### config.mk
export PLATFORM = sky130hd
export DESIGN_NAME = cofre_supervisor
export DESIGN_NICKNAME = d
export VERILOG_FILES = /design/src/rtl/cofre_supervisor_pkg.sv /design/src/rtl/cofre_temporizador.sv /design/src/rtl/cofre_supervisor.sv
export SDC_FILE = /design/constraint.sdc
export NUM_CORES = 1
export LEC_CHECK = 0
export BUFFER_PORTS_ARGS = -buffer_cell sky130_fd_sc_hd__buf_2
export CAP_MARGIN = 20
export CORE_MARGIN = 2
export CORE_UTILIZATION = 39
export CTS_BUF_LIST = sky130_fd_sc_hd__clkbuf_8
export CTS_CLUSTER_DIAMETER = 100
export DETAILED_ROUTE_END_ITERATION = 7
export PLACE_DENSITY = 0.64
export SLEW_MARGIN = 15
export SYNTH_ARGS = -nofsm -noshare
export SYNTH_HDL_FRONTEND = slang
export SYNTH_SLANG_ARGS = --single-unit
### constraint.sdc
create_clock -name clk -period 4.2 [get_ports clk]
set_input_delay 0.63 -clock clk [delete_from_list [all_inputs] [get_ports clk]]
set_output_delay 0.63 -clock clk [all_outputs]
set_load 0.01 [all_outputs]
### src/rtl/cofre_supervisor_pkg.sv
// Shared definitions for the safe keypad supervisor: state codes, key codes, helpers.
package cofre_supervisor_pkg;

    localparam logic [1:0] ST_ENTRADA  = 2'b00;
    localparam logic [1:0] ST_ABERTO   = 2'b01;
    localparam logic [1:0] ST_BLOQUEIO = 2'b10;

    localparam logic [1:0] DIG_NADA = 2'b00;
    localparam logic [1:0] DIG_A    = 2'b01;
    localparam logic [1:0] DIG_B    = 2'b10;
    localparam logic [1:0] DIG_C    = 2'b11;

    // Digit 0 lives in the top two bits; out-of-range positions never match a real key.
    function automatic logic [1:0] senha_digito(input logic [9:0] senha, input logic [2:0] idx);
        case (idx)
            3'd0:    return senha[9:8];
            3'd1:    return senha[7:6];
            3'd2:    return senha[5:4];
            3'd3:    return senha[3:2];
            3'd4:    return senha[1:0];
            default: return DIG_NADA;
        endcase
    endfunction

    function automatic int max3(input int a, input int b, input int c);
        int m;
        m = (a > b) ? a : b;
        return (m > c) ? m : c;
    endfunction

endpackage

### src/rtl/cofre_temporizador.sv
// Loadable down-counter shared by the open, lockout and inactivity timeouts.
module cofre_temporizador #(
    parameter int W = 4
) (
    input  logic         clk,
    input  logic         reset,
    input  logic         carga,
    input  logic [W-1:0] valor,
    input  logic         conta,
    output logic         zero
);

    logic [W-1:0] cnt_q;

    // Load wins over count; the counter parks at zero instead of wrapping.
    always_ff @(posedge clk or posedge reset) begin
        if (reset)
            cnt_q <= '0;
        else if (carga)
            cnt_q <= valor;
        else if (conta && (cnt_q != '0))
            cnt_q <= cnt_q - 1'b1;
    end

    assign zero = (cnt_q == '0);

endmodule

### src/rtl/cofre_supervisor.sv
// Safe keypad supervisor: press detection, digit-by-digit password check,
// failure counting with timed lockout, auto-relock and abandon-on-idle.
module cofre_supervisor
    import cofre_supervisor_pkg::*;
#(
    parameter logic [9:0] SENHA      = 10'b11_10_01_10_11,
    parameter int         MAX_FALHAS = 3,
    parameter int         T_ABERTO   = 1000,
    parameter int         T_BLOQUEIO = 5000,
    parameter int         T_INATIVO  = 2000
) (
    input  logic       clk,
    input  logic       reset,
    input  logic [1:0] digito,
    input  logic       fechar,
    output logic       aberto,
    output logic       bloqueado,
    output logic [2:0] progresso,
    output logic [1:0] falhas,
    output logic       erro
);

    localparam int T_MAX = max3(T_ABERTO, T_BLOQUEIO, T_INATIVO);
    localparam int TW    = (T_MAX > 1) ? $clog2(T_MAX) : 1;
    localparam logic [2:0] FALHAS_MAX = 3'(MAX_FALHAS);

    logic [1:0] state_q, state_d;
    logic [2:0] idx_q, idx_d;
    logic [1:0] falhas_q, falhas_d;
    logic       erro_q, erro_d;
    logic [1:0] d_prev_q;

    logic          ev;
    logic          carga, conta, zero;
    logic [TW-1:0] valor;

    // A press is a nonzero code following a sampled 00; held or rolled keys do not retrigger.
    assign ev = (digito != DIG_NADA) && (d_prev_q == DIG_NADA);

    always_comb begin
        state_d  = state_q;
        idx_d    = idx_q;
        falhas_d = falhas_q;
        erro_d   = 1'b0;
        carga    = 1'b0;
        conta    = 1'b0;
        valor    = '0;
        case (state_q)
            ST_ENTRADA: begin
                if (ev) begin
                    if (digito == senha_digito(SENHA, idx_q)) begin
                        if (idx_q == 3'd4) begin
                            state_d  = ST_ABERTO;
                            idx_d    = 3'd0;
                            falhas_d = 2'd0;
                            carga    = 1'b1;
                            valor    = TW'(T_ABERTO - 1);
                        end else begin
                            idx_d = idx_q + 3'd1;
                            carga = 1'b1;
                            valor = TW'(T_INATIVO - 1);
                        end
                    end else begin
                        erro_d = 1'b1;
                        idx_d  = 3'd0;
                        if ({1'b0, falhas_q} < FALHAS_MAX)
                            falhas_d = falhas_q + 2'd1;
                        if ({1'b0, falhas_q} + 3'd1 == FALHAS_MAX) begin
                            state_d = ST_BLOQUEIO;
                            carga   = 1'b1;
                            valor   = TW'(T_BLOQUEIO - 1);
                        end
                    end
                end else if (idx_q != 3'd0) begin
                    // Partial entry: abandon silently once the idle window runs out.
                    if (zero)
                        idx_d = 3'd0;
                    else
                        conta = 1'b1;
                end
            end
            ST_ABERTO: begin
                if (fechar || zero) begin
                    state_d = ST_ENTRADA;
                    idx_d   = 3'd0;
                end else begin
                    conta = 1'b1;
                end
            end
            ST_BLOQUEIO: begin
                if (zero) begin
                    state_d  = ST_ENTRADA;
                    idx_d    = 3'd0;
                    falhas_d = 2'd0;
                end else begin
                    conta = 1'b1;
                end
            end
            default: begin
                state_d = ST_ENTRADA;
                idx_d   = 3'd0;
            end
        endcase
    end

    always_ff @(posedge clk or posedge reset) begin
        if (reset) begin
            state_q  <= ST_ENTRADA;
            idx_q    <= 3'd0;
            falhas_q <= 2'd0;
            erro_q   <= 1'b0;
            d_prev_q <= DIG_NADA;
        end else begin
            state_q  <= state_d;
            idx_q    <= idx_d;
            falhas_q <= falhas_d;
            erro_q   <= erro_d;
            d_prev_q <= digito;
        end
    end

    cofre_temporizador #(.W(TW)) u_temporizador (
        .clk   (clk),
        .reset (reset),
        .carga (carga),
        .valor (valor),
        .conta (conta),
        .zero  (zero)
    );

    assign aberto    = (state_q == ST_ABERTO);
    assign bloqueado = (state_q == ST_BLOQUEIO);
    assign progresso = idx_q;
    assign falhas    = falhas_q;
    assign erro      = erro_q;

endmodule

==> run_results.csv, run 1 <==
group,metric,value,unit
clock_tree,cts.clk_slew.worst_paths,0.08,ns
setup_path,cp_max_fo,8,
routing,antenna_left,0,
routing,dr.pass1.iters,4,
min_path,min_path_cells,1,
synthesis,avgSynthCellArea,9.623,um2
setup_path,start_kind,"register",
synthesis,ys_seq_area_frac,0.3935,
routing,drt-total-wl,3.173,mm
sta,fin_tns_setup,0,ns
synthesis,netlist_area,1463,um2
final_layout,register_area,575.6,um2
setup_path,end_kind,"register",
synthesis,synthCells,152,
sta,fmax,0.4380,GHz
synthesis,synth_edf_count,0,
clock_tree,cts_made_buffers,3,
clock_tree,cts_tree,"yes",
synthesis,yosysWarnings,0,
setup_path,reg2regPathDepth,7,
floorplanning,chipHeight,65.24,um
clock_tree,post_cts_resized,0,
sta,layout_min_cycle_time,2.283,ns
routing,viasPerCell,5.810,
final_layout,final_common_cell,"dfrtp_1",
clock_tree,htreeDepth,1,
placed_design,place_area,1554,um2
setup_path,crit_end,"u_temporizador.cnt_q[5]",
synthesis,synthMuxAreaShare,0.03935,
routing,drt-initial-drc-count,75,
synthesis,synth_simple_gate_area_frac,0.2079,
setup_path,startpoint,"progresso[0]",
synthesis,yosysTopAreaCellShare,0.3935,
setup_path,arrival,2.48,ns
setup_path,reg2reg_to,"u_temporizador.cnt_q[5]",
power,irDropWorstVdd,83.48,uV
setup_path,critical_path_class,"reg2reg",
clock_tree,cts_root_buffer,"clkbuf_8",
final_layout,multi_input_area,820.8,um2
placed_design,hpwl,2.380,mm
synthesis,synth-main-ff-cell,"dfrtp_1",
synthesis,synthTopCellsByArea,"dfrtp_1 (39%), ha_1 (6.0%), nor3_1 (3.1%), inv_1 (2.6%), o22a_1 (2.4%)",
setup_path,r2r-start,"progresso[0]",
clock_tree,clk_latency,0.26,ns
global_routing,grt_pass1_wl,5.671,mm
placed_design,place_congestion,0.8880,
clock_tree,cts_max_path_buffers,2,
global_routing,antenna_found_initial,0,
run_status,status,"finished clean",
synthesis,yosys_register_bits,23,
routing,wl_per_cell,15.04,um
clock_tree,post_cts_buffers,0,
sta,rsz0062_at_grt,"false",
setup_path,cp.required,4.40,ns
sta,tightest_slew,0.8918,ns
sta,skew,0.002985,ns
clock_tree,cts.sinks,23,
synthesis,ys_async_sr_fraction,1.000,
floorplanning,dieWidth,65.24,um
final_layout,final_cell_mix,"dfrtp_1 (23), buf_2 (12), inv_1 (11)",
floorplanning,start_util,0.4025,
floorplanning,placementRows,22,
final_layout,areaGrowthSynthToFinish,9.324,%
sta,hold_viol,0,
sta,setup_viol,0,
run,maxCapViolCount,0,
final_layout,nets,176,
sta,fin_crit_sh,0.5436,
synthesis,synth_top_cell_by_area,"dfrtp_1",
min_path,hold_class,"reg2reg",
synthesis,ys_types,54,
power,leakage,0.6684,nW
final_layout,drive_gt1_frac,0.1595,
final_layout,fin_area,1599,um2
routing,drc,0,
final_layout,fillCellCount,372,
sta,slew_violations,0,
synthesis,synth_nets,164,
global_routing,track_usage,0.1698,
clock_tree,cts_hold_buf,0,
floorplanning,io_pins,13,
final_layout,antennaDiodeCount,0,
routing,vias,1226,
sta,max_slew_margin,0.4048,
synthesis,synth_fa_ha_area_frac,0.05988,
global_routing,gr-total-overflow,0,
global_routing,grt_max_degree,24,
setup_path,r2r_slack,1.92,ns
power,p_per_area,232.1,nW/um2
synthesis,synth_xor_area_frac,0.02395,
floorplanning,dieArea,4256,um2
placed_design,io_buffers,12,
global_routing,grt_pass1_vias,1208,
synthesis,synth_top_family_by_area,"compound AO/OA/AOI/OAI gates",
floorplanning,core_area,3633,um2
synthesis,synth_compound_area_frac,0.2301,
-- power by group --
part,switching [mW],internal (mW),leakage (nW)
Sequential,0.000249,0.222,0.265
Clock,0.0701,0.0652,0.0269
Combinational,0.00990,0.00349,0.376
-- synthesized netlist by cell type, types with 2 or more instances --
library cell / number
nor2_1: 8
and3_1: 2
nand2b_1: 4
o211ai_1: 3
a21oi_1: 6
nand2_1: 8
nand3_1: 3
nor3_1: 9
ha_1: 7
o2111a_1: 2
and2_1: 2
nor2b_1: 3
inv_1: 10
o22ai_1: 2
o22a_1: 4
o311ai_0: 2
o21a_1: 2
mux2_2: 3
xor2_1: 2
nand4_1: 2
or3_1: 3
a31oi_1: 5
o21ai_0: 4
xnor2_1: 2
dfrtp_1: 23
nor4b_1: 3
-- logic make-up (layout without fill, tap and decap cells) --
logic type,after synthesis,count (layout)
xor+xnor,4,4
buf+inv,15,26
simple gates,53,53
fa+ha+maj,7,7
compound gates,45,45
flops,23,23
mux,5,5
-- routing by layer --
layer | vias up | wire [um] | track usage
met5 | - | 0 | 0
met4 | 0 | 34 | 0.06250
met3 | 2 | 67 | 0.01712
met2 | 11 | 1575 | 0.2844
met1 | 612 | 1496 | 0.2272
li1 | 601 | - | -
-- worst min-delay path by stage --
stage | start | to | slack [ns]
finish | u_temporizador.cnt_q[11] | u_temporizador.cnt_q[11] | 0.53
global route | digito[0] | d_prev_q[0] | 0.54
CTS | digito[0] | d_prev_q[0] | 0.54
detailed placement | u_temporizador.cnt_q[11] | u_temporizador.cnt_q[11] | 0.53
global placement | u_temporizador.cnt_q[11] | u_temporizador.cnt_q[11] | 0.51
floorplan | u_temporizador.cnt_q[11] | u_temporizador.cnt_q[11] | 0.47
-- worst max-delay path, stage by stage, from the launching register on --
cell	delay (ns)
dfrtp_1	0.45
inv_1	0.09
ha_1	0.29
nor2_1	0.20
nand2_1	0.10
a2111oi_0	0.71
o22a_1	0.25
o22a_1	0.12
-- area by class of cell --
| cell class | instances | share of cell area |
|---|---|---|
| clock inverter | 1 | 0.002347 |
| inverter | 10 | 0.02347 |
| tap | 48 | 0.03756 |
| sequential | 23 | 0.3599 |
| multi-input combinational | 114 | 0.5133 |
| clock buffer | 3 | 0.02582 |
| timing repair buffer | 12 | 0.03756 |
-- metrics by stage --
step / cells / hold slack [ns] / util / setup WS, ns / total power [mW]
finish: 211 / 0.5309 / 0.4401 / 1.917 / 0.3711
global route: 211 / 0.5384 / 0.4401 / 1.686 / 0.3899
CTS: 211 / 0.5399 / 0.4401 / 1.921 / 0.3773
detailed placement: 207 / 0.5275 / 0.4277 / 1.726 / 0.2406
global placement: 207 / 0.5124 / 0.4277 / 1.726 / 0.2401
floorplan: 152 / 0.4734 / - / 2.076 / 0.2349
-- flip-flops by register name (all words and copies together), names as in the netlist --
signal / count
u_temporizador.cnt_q: 13
falhas: 2
erro: 1
progresso: 3
d_prev_q: 2
state_q: 2
No activity file was read; power rests on OpenSTA's default activity.
==> run 2, diff against run 1 <==
Clock period 4.2 ns to 2.4 ns, I/O delays scaled along.
==> run_results.csv, run 2 (synthesis results as in run 1) <==
group,metric,value,unit
power,p_int,0.5091,mW
setup_path,end_kind,"register",
placed_design,place_congestion,0.8087,
clock_tree,clk_latency,0.26,ns
setup_path,slowest_delay,0.47,ns
run_status,status,"finished clean",
setup_path,start_kind,"register",
final_layout,areaGrowthSynthToFinish,10.86,%
sta,setup_viol,0,
floorplanning,dieArea,4256,um2
global_routing,antenna_found_initial,0,
power,seq_power_share,0.601,
setup_path,r2r_slack,0.20,ns
final_layout,largest_reg_flops,13,
placed_design,hpwl,2.352,mm
power,irDropWorstVdd,159.6,uV
setup_path,cp.required,2.56,ns
sta,layout_min_cycle_time,2.203,ns
routing,antenna_left,0,
setup_path,cp_max_fo,8,
sta,max_slew_margin,0.4424,
setup_path,critical_path_class,"reg2reg",
setup_path,arrival,2.36,ns
power,p_sw_frac,0.2134,
routing,drt-initial-drc-count,39,
final_layout,register_area,575.6,um2
sta,slew_violations,0,
global_routing,gr-total-overflow,0,
setup_path,reg2reg_to,"falhas[0]",
routing,vias,1237,
power,p_clk_frac,0.362,
routing,wl_per_cell,14.63,um
final_layout,multi_input_area,828.3,um2
clock_tree,cts_max_path_buffers,2,
floorplanning,chipHeight,65.24,um
global_routing,grt_pass1_wl,5.326,mm
routing,drt-total-wl,3.116,mm
setup_path,r2r-start,"u_temporizador.cnt_q[2]",
clock_tree,cts_hold_buf,0,
final_layout,regMostFlops,"u_temporizador.cnt_q",
final_layout,drive_gt1_frac,0.1818,
final_layout,antennaDiodeCount,0,
routing,drc,0,
min_path,hold_class,"in2async",
sta,fin_tns_setup,0,ns
clock_tree,cts.sinks,23,
sta,worst_hold_slack,0.2514,ns
clock_tree,htreeDepth,1,
setup_path,slowest_stage,"dfrtp_1",
floorplanning,io_pins,13,
global_routing,grt_pass1_vias,1183,
power,leakage,0.6784,nW
final_layout,nets,178,
floorplanning,core_area,3633,um2
global_routing,track_usage,0.1600,
sta,rsz0062_at_grt,"false",
run,maxCapViolCount,0,
final_layout,final_cell_mix,"dfrtp_1 (23), buf_2 (12), inv_1 (11)",
clock_tree,post_cts_buffers,0,
sta,fin_crit_sh,0.9179,
routing,viasPerCell,5.808,
clock_tree,cts.clk_slew.worst_paths,0.08,ns
final_layout,final_common_cell,"dfrtp_1",
power,switchingPower,0.1381,mW
power,comb_power_share,0.036,
setup_path,reg2regPathDepth,5,
final_layout,fillCellCount,375,
sta,fmax,0.4539,GHz
floorplanning,start_util,0.4025,
sta,tightest_slew,0.8355,ns
placed_design,io_buffers,12,
sta,skew,0.006187,ns
floorplanning,dieWidth,65.24,um
floorplanning,placementRows,22,
clock_tree,cts_made_buffers,3,
clock_tree,cts_root_buffer,"clkbuf_8",
power,p_per_area,399.1,nW/um2
setup_path,path_cells,"nor4_2 > nand4b_2 > a211o_1 > a21oi_2 > mux2_2",
clock_tree,post_cts_resized,0,
clock_tree,cts_tree,"yes",
sta,hold_viol,0,
routing,dr.pass1.iters,4,
global_routing,grt_max_degree,24,
run 2: cell count changes in the layout (fill, tap and decap cells not counted):
cell	before	now
buf_4	0	2
and3_1	2	1
and3_2	0	1
nor4b_1	3	2
nor4b_2	0	1
run 2: layout make-up:
cell class	instances	area share
Inverter	10	0.02315
Timing Repair Buffer	14	0.04630
Sequential cell	23	0.3549
Tap cell	48	0.03704
Multi-Input combinational cell	114	0.5108
Clock inverter	1	0.002315
Clock buffer	3	0.02546
run 2: critical path: cells and delay by family, from the launching register on:
family	cells	cell delay (ns)
and+or+nand+nor	2	0.75
AOI/OAI and AO/OA	2	0.52
DFF	1	0.47
muxes	1	0.35
run 2: metal layers:
metal | up-vias | track usage | wire [um]
li1 | 599 | - | -
met1 | 615 | 0.2035 | 1487
met2 | 19 | 0.2717 | 1479
met3 | 4 | 0.02226 | 101
met4 | 0 | 0.06771 | 47
met5 | - | 0 | 0
run 2: worst max-delay path by stage:
stage                       startpoint                  endpoint  depth (start not counted)
6_report       u_temporizador.cnt_q[2]                 falhas[0]                          5
5_1_grt        u_temporizador.cnt_q[2]                 falhas[0]                          5
4_1_cts        u_temporizador.cnt_q[0]  u_temporizador.cnt_q[12]                          7
3_5_place_dp   u_temporizador.cnt_q[0]                 falhas[0]                          7
3_3_place_gp   u_temporizador.cnt_q[0]  u_temporizador.cnt_q[12]                          7
2_1_floorplan             progresso[0]   u_temporizador.cnt_q[5]                          8
run 2: metrics by stage:
step | util | instance area, um2 | setup WS (ns) | cells | power (mW)
after global placement | 0.4318 | 1569 | 0.2538 | 209 | 0.4201
after CTS | 0.4442 | 1614 | 0.1258 | 213 | 0.6525
after detailed placement | 0.4318 | 1569 | 0.1464 | 209 | 0.4211
final | 0.4463 | 1622 | 0.1971 | 213 | 0.6472
after floorplan | - | 1463 | 0.2756 | 152 | 0.4110
after global routing | 0.4463 | 1622 | 0.1101 | 213 | 0.6738
run 2: power by group through the flow:
stage	clock, mW	combinational [mW]	sequential [mW]
after floorplan	0	0.0141	0.397
after global placement	0	0.0232	0.397
after detailed placement	0	0.0241	0.397
after CTS	0.239	0.0241	0.389
after global routing	0.257	0.0272	0.389
final	0.235	0.0234	0.389
==> run 3, diff against run 2 <==
Settings changed: ABC_AREA set to 1.
Clock period 2.4 ns to 2.67 ns, I/O delays scaled along.
==> run_results.csv, run 3 <==
group,metric,value,unit
synthesis,yosysWarnings,0,
global_routing,grt_max_degree,24,
floorplanning,placementRows,23,
final_layout,register_area,575.6,um2
sta,hold_viol,0,
power,leakage,0.8964,nW
sta,fin_tns_setup,0,ns
synthesis,synth_edf_count,0,
setup_path,path_cells,"inv_1 > ha_1 > inv_1 > nand2_1 > nand2_1 > nand2_2 > nand2_4 > nand2_4 > nand3_4 > nand2_4 > nand2_1 > o21ai_1",
final_layout,final_common_cell,"nand2_1",
routing,vias,1356,
synthesis,netlist_area,1567,um2
sta,max_slew_margin,0.4155,
sta,tightest_slew,0.8757,ns
setup_path,start_kind,"register",
sta,fin_crit_sh,0.7086,
global_routing,gr-total-overflow,0,
placed_design,place_congestion,0.8204,
power,p_per_area,345.6,nW/um2
synthesis,synth-main-ff-cell,"dfrtp_1",
global_routing,grt_pass1_vias,1191,
run_status,status,"finished clean",
power,irDropWorstVdd,161.6,uV
floorplanning,core_area,3943,um2
clock_tree,post_cts_resized,0,
synthesis,synthTopCellsByCount,"nand2_1 (75), dfrtp_1 (23), nor2_1 (20), inv_1 (19), nand3_1 (19)",
synthesis,synthCells,216,
synthesis,yosys_register_bits,23,
floorplanning,dieWidth,67.38,um
synthesis,synth_nets,228,
final_layout,largest_reg_flops,13,
clock_tree,cts_root_buffer,"clkbuf_8",
setup_path,cp.required,2.87,ns
clock_tree,cts_tree,"yes",
placed_design,place_area,1670,um2
setup_path,end_kind,"register",
power,p_total,0.5928,mW
clock_tree,cts_made_buffers,3,
final_layout,areaGrowthSynthToFinish,9.505,%
clock_tree,cts.sinks,23,
routing,viasPerCell,4.843,
synthesis,ys_seq_area_frac,0.3674,
final_layout,regMostFlops,"u_temporizador.cnt_q",
clock_tree,htreeDepth,1,
placed_design,hpwl,2.411,mm
sta,layout_min_cycle_time,1.892,ns
final_layout,antennaDiodeCount,0,
global_routing,antenna_found_initial,0,
synthesis,synth_top_cell_by_area,"dfrtp_1",
setup_path,slowest_delay,0.43,ns
routing,drt-initial-drc-count,111,
placed_design,io_buffers,12,
min_path,hold_class,"in2reg",
final_layout,fillCellCount,397,
final_layout,multi_input_area,877.1,um2
setup_path,slowest_stage,"dfrtp_1",
final_layout,drive_gt1_frac,0.1391,
clock_tree,cts_hold_buf,0,
sta,fmax,0.5286,GHz
global_routing,grt_pass1_wl,5.499,mm
final_layout,nets,243,
synthesis,ys_async_sr_fraction,1.000,
synthesis,ys_types,25,
clock_tree,cts.clk_slew.worst_paths,0.09,ns
routing,wl_per_cell,11.59,um
final_layout,fin_util,0.4351,
floorplanning,chipHeight,67.38,um
synthesis,avgSynthCellArea,7.252,um2
synthesis,yosysTopAreaCellShare,0.3674,
clock_tree,post_cts_buffers,0,
setup_path,arrival,2.09,ns
routing,antenna_left,0,
synthesis,synthTopCellsByArea,"dfrtp_1 (37%), nand2_1 (18%), nand3_1 (6.1%), ha_1 (5.6%), nor2_1 (4.8%)",
sta,skew,0.007204,ns
synthesis,synth_most_common_cell,"nand2_1",
setup_path,critical_path_class,"reg2reg",
floorplanning,dieArea,4539,um2
floorplanning,start_util,0.3973,
final_layout,fin_area,1715,um2
run,maxCapViolCount,0,
clock_tree,clk_latency,0.27,ns
floorplanning,io_pins,13,
sta,slew_violations,0,
clock_tree,cts_max_path_buffers,2,
routing,dr.pass1.iters,4,
sta,setup_viol,0,
setup_path,cp_max_fo,21,
placed_design,dp.cells,276,
global_routing,track_usage,0.1621,
routing,drt-total-wl,3.245,mm
routing,drc,0,
final_layout,final_cell_mix,"nand2_1 (75), dfrtp_1 (23), inv_1 (20), nor2_1 (20), nand3_1 (19)",
final_layout,instances_no_fill,280,
sta,rsz0062_at_grt,"false",
==> run 3: changes by cell type in the layout (fill, tap and decap cells not counted), sizes merged, moves of 6 or more <==
cell / delta
nand3b: +6
nand2: +74
nor3: -6
a21oi: -6
inv: +13
nand3: +17
nor2: +14
==> run 3: logic make-up (layout without fill, tap and decap cells) <==
logic type,Yosys count,after routing,share of synthesized area
flip-flops,23,23,0.3674
AND/OR/NAND/NOR,139,139,0.4105
adder cells (fa/ha/maj),7,7,0.05591
XOR/XNOR,7,7,0.03914
AO/OA/AOI/OAI,14,14,0.05431
buffers and inverters,26,40,0.07268
==> run 3: final timing paths <==
check                                         from                 endpoint  slack [ns]  cells past startpoint
max                                   progresso[0]  u_temporizador.cnt_q[8]        0.78                     12
min                                      digito[0]              d_prev_q[0]        0.28                      1
max reg2reg                           progresso[0]  u_temporizador.cnt_q[8]        0.78                     12
min reg2reg                u_temporizador.cnt_q[0]  u_temporizador.cnt_q[0]        0.49                      2
max in group asynchronous                    reset             progresso[0]        1.82                      2
min in group asynchronous                    reset  u_temporizador.cnt_q[0]        0.30                      2
==> run 3: layer usage <==
layer	share of wire	track usage	routed length, um	up-vias
met3	0.013	0.01500	43	4
met5	0	0	0	-
met4	0.016	0.06122	52	0
met1	0.52	0.2401	1686	621
met2	0.45	0.2438	1464	10
li1	-	-	-	721
==> run 3: area by class of cell <==
type                       count  area share
sequential                    23      0.3355
inverter                      24     0.05543
multi-input combinational    167      0.5113
timing repair buffer          12     0.03501
tap                           50     0.03647
clock buffer                   3     0.02407
clock inverter                 1    0.002188
==> run 3: worst max-delay path, delay by kind of cell (launching register included) <==
kind,cells,cell delay (ns)
flip-flops,1,0.43
buffers and inverters,2,0.24
AND/OR/NAND/NOR,8,0.85
adder cells (fa/ha/maj),1,0.23
AO/OA/AOI/OAI,1,0.07
==> run 3: through the flow <==
step / setup WS [ns] / hold WS, ns
6_report: 0.7780 / 0.2816
5_1_grt: 0.5888 / 0.2771
4_1_cts: 0.7949 / 0.2772
3_5_place_dp: 0.8136 / 0.4772
3_3_place_gp: 0.8393 / 0.4690
2_1_floorplan: 1.006 / 0.4024
==> run 3: where the power goes <==
group / internal [mW] / switching [mW] / leakage (nW)
Clock: 0.103 / 0.117 / 0.0269
Combinational: 0.00552 / 0.0175 / 0.604
Sequential: 0.349 / 0.000367 / 0.265
